===== config.mk =====
export PLATFORM = sky130hd
export DESIGN_NAME = vpe_feature_feeder
export DESIGN_NICKNAME = d
export VERILOG_FILES = /design/src/rtl/vpe_feed_pkg.sv /design/src/rtl/vpe_feat_fifo.sv /design/src/rtl/vpe_feature_feeder.sv
export SDC_FILE = /design/constraint.sdc
export NUM_CORES = 2
export LEC_CHECK = 0
export CORE_ASPECT_RATIO = 1.1
export CORE_UTILIZATION = 50
export DETAILED_ROUTE_END_ITERATION = 6
export DONT_BUFFER_PORTS = 1
export GPL_TIMING_DRIVEN = 0
export PLACE_DENSITY = 0.68
export SYNTH_ARGS = -nofsm -noshare
export SYNTH_HDL_FRONTEND = slang
export SYNTH_SLANG_ARGS = --single-unit

===== constraint.sdc =====
create_clock -name clk -period 8.6 [get_ports clk]
set_input_delay 1.29 -clock clk [delete_from_list [all_inputs] [get_ports clk]]
set_output_delay 1.29 -clock clk [all_outputs]
set_load 0.02 [all_outputs]

===== src/rtl/vpe_feed_pkg.sv =====
// rtl/vpe_feed_pkg.sv - shared constants, types and helpers for the VPE feature feeder
//   WORD_W/FEAT_W/NWORDS/DEPTH : datapath geometry
//   feat_vec_t                 : one packed feature vector
//   req_state_t                : fetch request FSM states
//   pack_mode_t                : packer mode (filling a vector or discarding packet overflow)
//   sat_inc                    : 16-bit saturating increment
package vpe_feed_pkg;

  localparam int WORD_W = 32;
  localparam int FEAT_W = 256;
  localparam int NWORDS = FEAT_W / WORD_W;
  localparam int DEPTH  = 4;
  localparam int WIDX_W = $clog2(NWORDS);
  localparam int CNT_W  = $clog2(DEPTH) + 1;

  typedef logic [FEAT_W-1:0] feat_vec_t;

  typedef enum logic {REQ_IDLE, REQ_PEND} req_state_t;

  typedef enum logic {PACK_FILL, DISCARD} pack_mode_t;

  function automatic logic [15:0] sat_inc(input logic [15:0] v);
    return (v == 16'hFFFF) ? v : v + 16'd1;
  endfunction

endpackage


===== src/rtl/vpe_feat_fifo.sv =====
// rtl/vpe_feat_fifo.sv - synchronous DEPTH x FEAT_W vector FIFO with registered storage
//   clk, rst (sync, active-low)
//   push, push_data : write one vector (caller guarantees not full)
//   pop             : retire the head (caller guarantees not empty)
//   head            : current head vector, read from registered storage
//   count/full/empty: occupancy, updated the edge after push/pop
module vpe_feat_fifo
  import vpe_feed_pkg::*;
#(
  parameter int N = DEPTH
) (
  input  logic                   clk,
  input  logic                   rst,
  input  logic                   push,
  input  feat_vec_t              push_data,
  input  logic                   pop,
  output feat_vec_t              head,
  output logic [$clog2(N):0]     count,
  output logic                   full,
  output logic                   empty
);

  localparam int PTR_W = $clog2(N);
  localparam logic [PTR_W-1:0] PTR_ONE = 1;
  localparam logic [PTR_W:0]   CNT_ONE = 1;

  feat_vec_t        mem [N];
  logic [PTR_W-1:0] wptr;
  logic [PTR_W-1:0] rptr;

  // Storage needs no reset: count gates every read.
  always_ff @(posedge clk) begin
    if (push) mem[wptr] <= push_data;
  end

  always_ff @(posedge clk) begin
    if (!rst) begin
      wptr  <= '0;
      rptr  <= '0;
      count <= '0;
    end else begin
      if (push) wptr <= wptr + PTR_ONE;
      if (pop)  rptr <= rptr + PTR_ONE;
      case ({push, pop})
        2'b10:   count <= count + CNT_ONE;
        2'b01:   count <= count - CNT_ONE;
        default: count <= count;
      endcase
    end
  end

  assign head  = mem[rptr];
  assign full  = (count == (PTR_W+1)'(N));
  assign empty = (count == '0);

endmodule


===== src/rtl/vpe_feature_feeder.sv =====
// rtl/vpe_feature_feeder.sv - packs 32-bit feature words into 256-bit vectors and serves kernel fetches
//   clk, rst (sync, active-low)
//   s_word/s_valid/s_last/s_ready : upstream word stream
//   fetch_pkt_feature             : one-cycle request from the kernel
//   pkt_feature_valid/pkt_feature : one-cycle response, vector zero when not valid
//   fifo_count                    : vectors buffered
//   short_pkts/long_pkts/dup_fetch: saturating event counters
module vpe_feature_feeder
  import vpe_feed_pkg::*;
(
  input  logic              clk,
  input  logic              rst,
  input  logic [WORD_W-1:0] s_word,
  input  logic              s_valid,
  input  logic              s_last,
  output logic              s_ready,
  input  logic              fetch_pkt_feature,
  output logic              pkt_feature_valid,
  output logic [FEAT_W-1:0] pkt_feature,
  output logic [2:0]        fifo_count,
  output logic [15:0]       short_pkts,
  output logic [15:0]       long_pkts,
  output logic [15:0]       dup_fetch
);

  localparam logic [WIDX_W-1:0] WIDX_LAST = WIDX_W'(NWORDS - 1);
  localparam logic [WIDX_W-1:0] WIDX_ONE  = 1;

  feat_vec_t         acc_vec;
  feat_vec_t         commit_vec;
  feat_vec_t         head;
  logic [WIDX_W-1:0] widx;
  pack_mode_t        mode;
  req_state_t        state, state_nxt;
  logic              accept, commit, short_hit, long_hit;
  logic              pop, dup_hit;
  logic              fifo_full, fifo_empty;
  logic [CNT_W-1:0]  count;

  // Readiness depends only on registered occupancy, so a pop in the same
  // cycle never opens room for a word.
  assign s_ready    = rst & ~fifo_full;
  assign accept     = s_valid & s_ready;
  assign fifo_count = count;

  always_comb begin
    commit_vec = acc_vec;
    commit_vec[widx*WORD_W +: WORD_W] = s_word;
    commit    = 1'b0;
    short_hit = 1'b0;
    long_hit  = 1'b0;
    if (accept && mode == PACK_FILL) begin
      if (widx == WIDX_LAST) begin
        commit   = 1'b1;
        long_hit = ~s_last;
      end else if (s_last) begin
        commit    = 1'b1;
        short_hit = 1'b1;
      end
    end
  end

  always_ff @(posedge clk) begin
    if (!rst) begin
      acc_vec <= '0;
      widx    <= '0;
      mode    <= PACK_FILL;
    end else if (accept) begin
      if (mode == DISCARD) begin
        if (s_last) mode <= PACK_FILL;
      end else if (commit) begin
        acc_vec <= '0;
        widx    <= '0;
        if (long_hit) mode <= DISCARD;
      end else begin
        acc_vec <= commit_vec;
        widx    <= widx + WIDX_ONE;
      end
    end
  end

  vpe_feat_fifo #(.N(DEPTH)) u_fifo (
    .clk       (clk),
    .rst       (rst),
    .push      (commit),
    .push_data (commit_vec),
    .pop       (pop),
    .head      (head),
    .count     (count),
    .full      (fifo_full),
    .empty     (fifo_empty)
  );

  always_ff @(posedge clk) begin
    if (!rst) state <= REQ_IDLE;
    else      state <= state_nxt;
  end

  always_comb begin
    state_nxt = state;
    pop       = 1'b0;
    dup_hit   = 1'b0;
    case (state)
      REQ_IDLE: begin
        if (fetch_pkt_feature) begin
          if (!fifo_empty) pop = 1'b1;
          else             state_nxt = REQ_PEND;
        end
      end
      REQ_PEND: begin
        if (!fifo_empty) begin
          pop = 1'b1;
          // A fetch landing on the servicing cycle is a fresh request; keeping
          // PEND is the same as evaluating it from IDLE one cycle later.
          state_nxt = fetch_pkt_feature ? REQ_PEND : REQ_IDLE;
        end else if (fetch_pkt_feature) begin
          dup_hit = 1'b1;
        end
      end
      default: state_nxt = REQ_IDLE;
    endcase
  end

  always_ff @(posedge clk) begin
    if (!rst) begin
      pkt_feature_valid <= 1'b0;
      pkt_feature       <= '0;
      short_pkts        <= '0;
      long_pkts         <= '0;
      dup_fetch         <= '0;
    end else begin
      pkt_feature_valid <= pop;
      pkt_feature       <= pop ? head : '0;
      if (short_hit) short_pkts <= sat_inc(short_pkts);
      if (long_hit)  long_pkts  <= sat_inc(long_pkts);
      if (dup_hit)   dup_fetch  <= sat_inc(dup_fetch);
    end
  end

endmodule


# Word-level counts from Yosys, hierarchy flattened
# Memory sizes are Yosys's and may differ from the RTL's. A register that Yosys moved wholly into a read port is not among the register bits.
# Index checks and enable logic that the tools add are counted.
[classes]
mux = 27
n_reduce_logical = 9
eq_ne = 7
add_sub_neg = 9
shifts = 2
bitwise = 9
[ops]
columns = ["cell", "n"]
rows = [
  ["$bwmux 256", 1],
  ["$mux 256", 1],
  ["$shift 32x34->256 const A", 1],
  ["$shiftx 32x34->256", 1],
  ["$add 16x1->16 const B", 3],
  ["$eq 16x16->1 const B", 3],
  ["$neg 8->34", 1],
  ["$mux 1", 21],
  ["$reduce_and 2->1", 5],
  ["$not 1->1", 7],
  ["$add 3x1->3 const B", 2],
  ["$eq 3x3->1 const B", 2],
  ["$pmux 3 s2", 1],
  ["$add 2x1->2 const B", 2],
  ["$pmux 1 s2", 2],
  ["$logic_not 3->1", 1],
  ["$mux 3", 1],
  ["$sub 3x1->3 const B", 1],
  ["$and 1x1->1", 2],
  ["$eq 2x1->1 const B", 1],
  ["$eq 2x2->1 const B", 1],
  ["$reduce_bool 2->1", 1],
  ["$logic_and 1x1->1", 1],
  ["$logic_not 1->1", 1],
]
[totals]
ramBits = 1024
regBits = 317
elab_cells = 75
output_inout_bits = 309
in_bits = 37
mem_count = 1
[memory_table]
columns = ["memory", "depth", "width", "read_ports", "rd_ports_with_merged_regs", "wr", "line", "text"]
rows = [
  ["u_fifo.mem", 4, 256, 1, 1, 1, "vpe_feat_fifo.sv:27", "feat_vec_t mem [N];"],
]

# Logic depth before layout (Yosys ltp)
[depth]
word_depth = 9
mapped_depth = 11
depth_no_buf = 11

# Hierarchy
# A second synthesis with hierarchy kept.
[unflattened]
cells_unflattened = 3989
area_unflattened_um2 = 59866.2
[by_module_without_submodules]
columns = ["module", "cells_each", "seq_area_each_um2", "n_inst", "area_each_um2"]
rows = [
  ["vpe_feat_fifo", 1383, 30929.7, 1, 37636.1],
  ["vpe_feature_feeder", 2606, 11330.9, 1, 22230.1],
]

# Worst setup path before layout
# OpenSTA, ideal clock, no wires.
[synth_path]
path_kind = "input-to-reg"
startpoint = "input port rst"
endpoint = "memory u_fifo.mem[1][0] in the netlist's numbering, enable pin"
arrival_ns = 8.064
t_required_ns = 7.951
path_buffers = 1
path_stages = 4
path_slack_ns = -0.114
setup_time_ns = 0.649
cell_sequence = "clkbuf_1 > nand3b_1 > nor3_1 > and2_1"
[synth_via]
elab_chain_cells = 6
[synth_lines]
columns = ["item", "line", "text"]
rows = [
  ["start: declaration", "vpe_feature_feeder.sv:12", "input logic rst,"],
  ["$and 1x1->1", "vpe_feature_feeder.sv:42", "assign s_ready = rst & ~fifo_full;"],
  ["$and 1x1->1", "vpe_feature_feeder.sv:43", "assign accept = s_valid & s_ready;"],
  ["$logic_and 1x1->1", "vpe_feature_feeder.sv:52", "if (accept && mode == PACK_FILL) begin"],
  ["$mux 1", "vpe_feature_feeder.sv:52", ""],
  ["$mux 1", "vpe_feat_fifo.sv:33", "if (push) mem[wptr] <= push_data;"],
  ["$mux 1 (implied by the code)", "vpe_feat_fifo.sv:33", ""],
  ["end: declaration", "vpe_feat_fifo.sv:27", ""],
]
# No other way between the ends.

# Worst setup path in the final report
[layout_path]
startpoint = "input port rst"
endpoint = "output port s_ready"
[layout_via]
elab_chain_cells = 1
[layout_lines]
columns = ["item", "line", "text"]
rows = [
  ["$and 1x1->1", "vpe_feature_feeder.sv:42", ""],
  ["end: declaration", "vpe_feature_feeder.sv:16", "output logic s_ready,"],
]
# No other way between the ends.

==> results.md <==
- Run status: finished, violations left
- Failing checks: DRC, capacitance limit, slew limit
- Syn_area_per_cell: 16.2 um2
- Post-route cell area: 66,600 um2
- # IOs: 346
- Setup crit start kind: primary input
- CP arrival: 3.13 ns
- Yosys cell types: 63
- CP required: 7.31 ns
- First-pass DRT Iterations: 7
- Minimum clock period: 4.42 ns
- XOR/XNOR share of the synthesized area: 0.000746
- Worst skew pair latency: slightly above 0.8 ns
- Root buffer cell: clkbuf_16
- Main combinational cell family by area after synthesis: multiplexers
- Headroom to the max-slew limit: -0.0685
- Hold path startpoint: acc_vec[136]
- Simple-Gate Fraction of Synth Area: 0.0707
- DR iter-0 viols: 4,246
- Synth Area in Compound Gates: 0.0855
- Drt total wl: between 150 and 200 mm
- Critical path depth: 4
- Die width: 329 um
- Crit-path most repeated cell: clkbuf_1
- Fin crit share: 0.515
- Crit Path Category: primary input to output port
- Cell Area, Placed: between 60,000 and 70,000 um2
- Core area: 116,000 um2
- Sw Share: 0.268
- Drc violations: 40
- R2r setup slk: 4.31 ns
- Final Hold Fails: 0
- Crit-path leading delay family: buffers and inverters
- Number of max-slew violations in the final report: 85
- Post_cts resized: 0
- Fraction of synthesized area in multiplexers: 0.100
- Total die area: 119,000 um2
- Post CTS Setup Buffer Count: 0
- FMAX: 226 MHz
- Clock power frac: 0.380
- Post-synth top cells: 1,024 x edfxtp_1, 573 x dfxtp_1, 262 x and3_1
- Flop pwr share: 0.486
- Dpl hpwl: 105 mm
- CTS sink cnt: roughly 1.6k
- Starting Density: 0.505
- Clock Path Buffers: 3
- Post-synth top area cell: edfxtp_1
- Post-synth top flop: edfxtp_1
- Pin count of the biggest net entering global routing: 59
- Global-route wire length before repair: 229 mm
- # rows: 131
- Power Dens Cells: between 200 and 300 nW/um2
- Via Count: 34.5k
- Max VDD drop: 0.000213 V
- Reg clk slew, reported paths: 0.06 ns
- Top cells by area, synth: edfxtp_1 52%, dfxtp_1 20%, mux4_2 9.8%
- Final core utilization: 0.573
- # port buffers: 0
- CTS buffer count: ~160
- Hold-fix buffers at CTS: 0
- Adder-cell share of the synthesized area: 0.00332
- CP Max Fanout: 10
- Number of global-route vias before repair: 33.6k
- P_int: 13.3 mW
- Final setup viols: 0
- Worst flop-to-flop path startpoint: widx[0]
- Nets@finish: 3,850
- Synth warn: 0
- Post-synthesis sequential area ratio: 0.719
- Crit-path slowest cell: clkinv_1
- Post-synthesis net count: 3,666
- Hold Crit Depth: 2
- Crit path capture type: output port
- Post-synthesis cell area: a little under 60,000 um2
- Max Cap Viol: 8
- Synth Instances: 3,614
- ANT nets after route: 0
- Die Ht: 361 um
- Net Switching: just under 5 mW
- Global-route usage over all layers: 0.267
- Count leader, synth: edfxtp_1
- Gate power share: 0.135
- Post-synth EDFFs: between 1k and 1.5k
- CP max stage delay: 0.49 ns
- Post-synth top area share: 0.524
- FFs w/ async S/R, synth: 0
- Yosys reg bits: about 1.6k
- Hold_ws: 0.452 ns
- Pleak: 22.7 nW
- Crit-path cells: clkbuf_1 -> clkinv_1 -> clkbuf_1 -> nor2_1
- Share of layout cells above drive strength 1: 0.155
- Global placement routability congestion: a little under 0.9
- Final Skew: 0.0370 ns
- Initial antenna violation count: 12
- H-Tree Depth: 4
- Hold Crit Class: flip-flop to flip-flop
- GRT Residual Overflow: 0
- Worst setup path startpoint: rst
- Syn-to-layout area delta: 13.4%
- CTS tree: built
- Worst Path Buf+Inv: 3
- DR vias/cell: 6.31
- Unrepaired setup endpoints after global routing: false
- FF-to-FF path depth: 10
- Slew @ Worst Pin: 1.60 ns
- WL per Instance: 29.1 um
[state kept, by name (all words and copies together) (netlist names)]
| name | flops |
|---|---|
| state | 1 |
| acc_vec | 256 |
| u_fifo.wptr | 2 |
| widx | 3 |
| pkt_feature_valid | 1 |
| pkt_feature | 256 |
| u_fifo.mem | 1024 |
| dup_fetch | 16 |
| mode | 1 |
| u_fifo.count | 3 |
| long_pkts | 16 |
| short_pkts | 16 |
| u_fifo.rptr | 2 |
[per-layer routing]
metal | up-vias | track usage | part of all wire
li1 | 14700 | - | -
met1 | 17700 | 0.356 | 0.39
met2 | 1788 | 0.413 | 0.47
met3 | 305 | 0.0648 | 0.095
met4 | 2 | 0.124 | 0.045
met5 | - | 0 | 0.000057
[path summary, 6_finish.rpt]
kind | endpoint
worst min register to register | acc_vec[136]
worst min-delay path | acc_vec[136]
worst max-delay path | s_ready
worst max register to register | acc_vec[249]
[power by group through the flow]
| stage | logic, mW | clock network [mW] | registers [mW] |
|---|---|---|---|
| 2_1_floorplan | 1.61 | 0 | 8.95 |
| 3_3_place_gp | 2.43 | 0 | 9.01 |
| 3_5_place_dp | 2.46 | 0 | 9.00 |
| 4_1_cts | 2.48 | 6.99 | 8.83 |
| 5_1_grt | 2.60 | 7.28 | 8.85 |
| 6_report | 2.45 | 6.90 | 8.83 |
[final cells by class]
class,instances,area (um2)
timing repair buffer,24,628
buffer,292,1160
tap,1529,1910
multi-input combinational,1708,15300
clock buffer,230,4580
clock inverter,66,728
fill,8764,49600
inverter,17,63.8
antenna,2,5.00
sequential,1597,42200
[placed cells by master (no fill, tap or decap), drive strengths merged, types with 3 or more instances in the layout]
cell type | netlist | final
a21boi | 32 | 32
a21o | 32 | 32
a21oi | 106 | 106
a22o | 192 | 192
a31oi | 5 | 5
and2 | 6 | 6
and3 | 262 | 262
and4 | 38 | 38
buf | 64 | 88
bufinv | 0 | 4
clkbuf | 227 | 457
clkinv | 2 | 53
clkinvlp | 0 | 3
dfxtp | 573 | 573
edfxtp | 1024 | 1024
ha | 14 | 14
inv | 15 | 23
mux2i | 11 | 11
mux4 | 256 | 256
nand2 | 225 | 225
nand2b | 3 | 3
nand3 | 60 | 60
nand4 | 16 | 16
nor2 | 21 | 21
nor3 | 13 | 13
nor3b | 4 | 4
nor4 | 9 | 9
nor4b | 6 | 6
o21a | 3 | 3
o21ai | 110 | 110
o2bb2ai | 160 | 160
o311ai | 6 | 6
o31ai | 15 | 15
o41ai | 9 | 9
or2 | 34 | 34
or3 | 13 | 13
or4 | 21 | 21
xor2 | 3 | 3
[per-stage QoR]
step                      TNS (ns)  power, mW  instances  worst slack (ns)
final                            0       18.2       5465              4.18
after global routing             0       18.7       5463              4.08
after CTS                        0       18.3       5462              4.26
after detailed placement         0       11.5       5166              3.75
after global placement     -112.52       11.4       5143            -0.162
after floorplan                  0       10.6       3614              2.72
[worst register-to-register path: stages, from the launching register on]
cell      delay (ns)
dfxtp_1         0.43
buf_2           0.29
clkinv_1        0.27
ha_1            0.29
ha_1            0.18
clkbuf_1        0.22
nor3b_2         0.81
nand4_1         0.48
nor2_1          0.58
clkbuf_1        0.45
a22o_1          0.20
[logic make-up after synthesis]
group | after synthesis
AO/OA/AOI/OAI | 678
XOR/XNOR | 5
adder cells (fa/ha/maj) | 15
buffers and inverters | 309
flip-flops | 1597
multiplexers | 267
AND/OR/NAND/NOR | 743
Note: power is estimated with default switching activity, not from simulation.
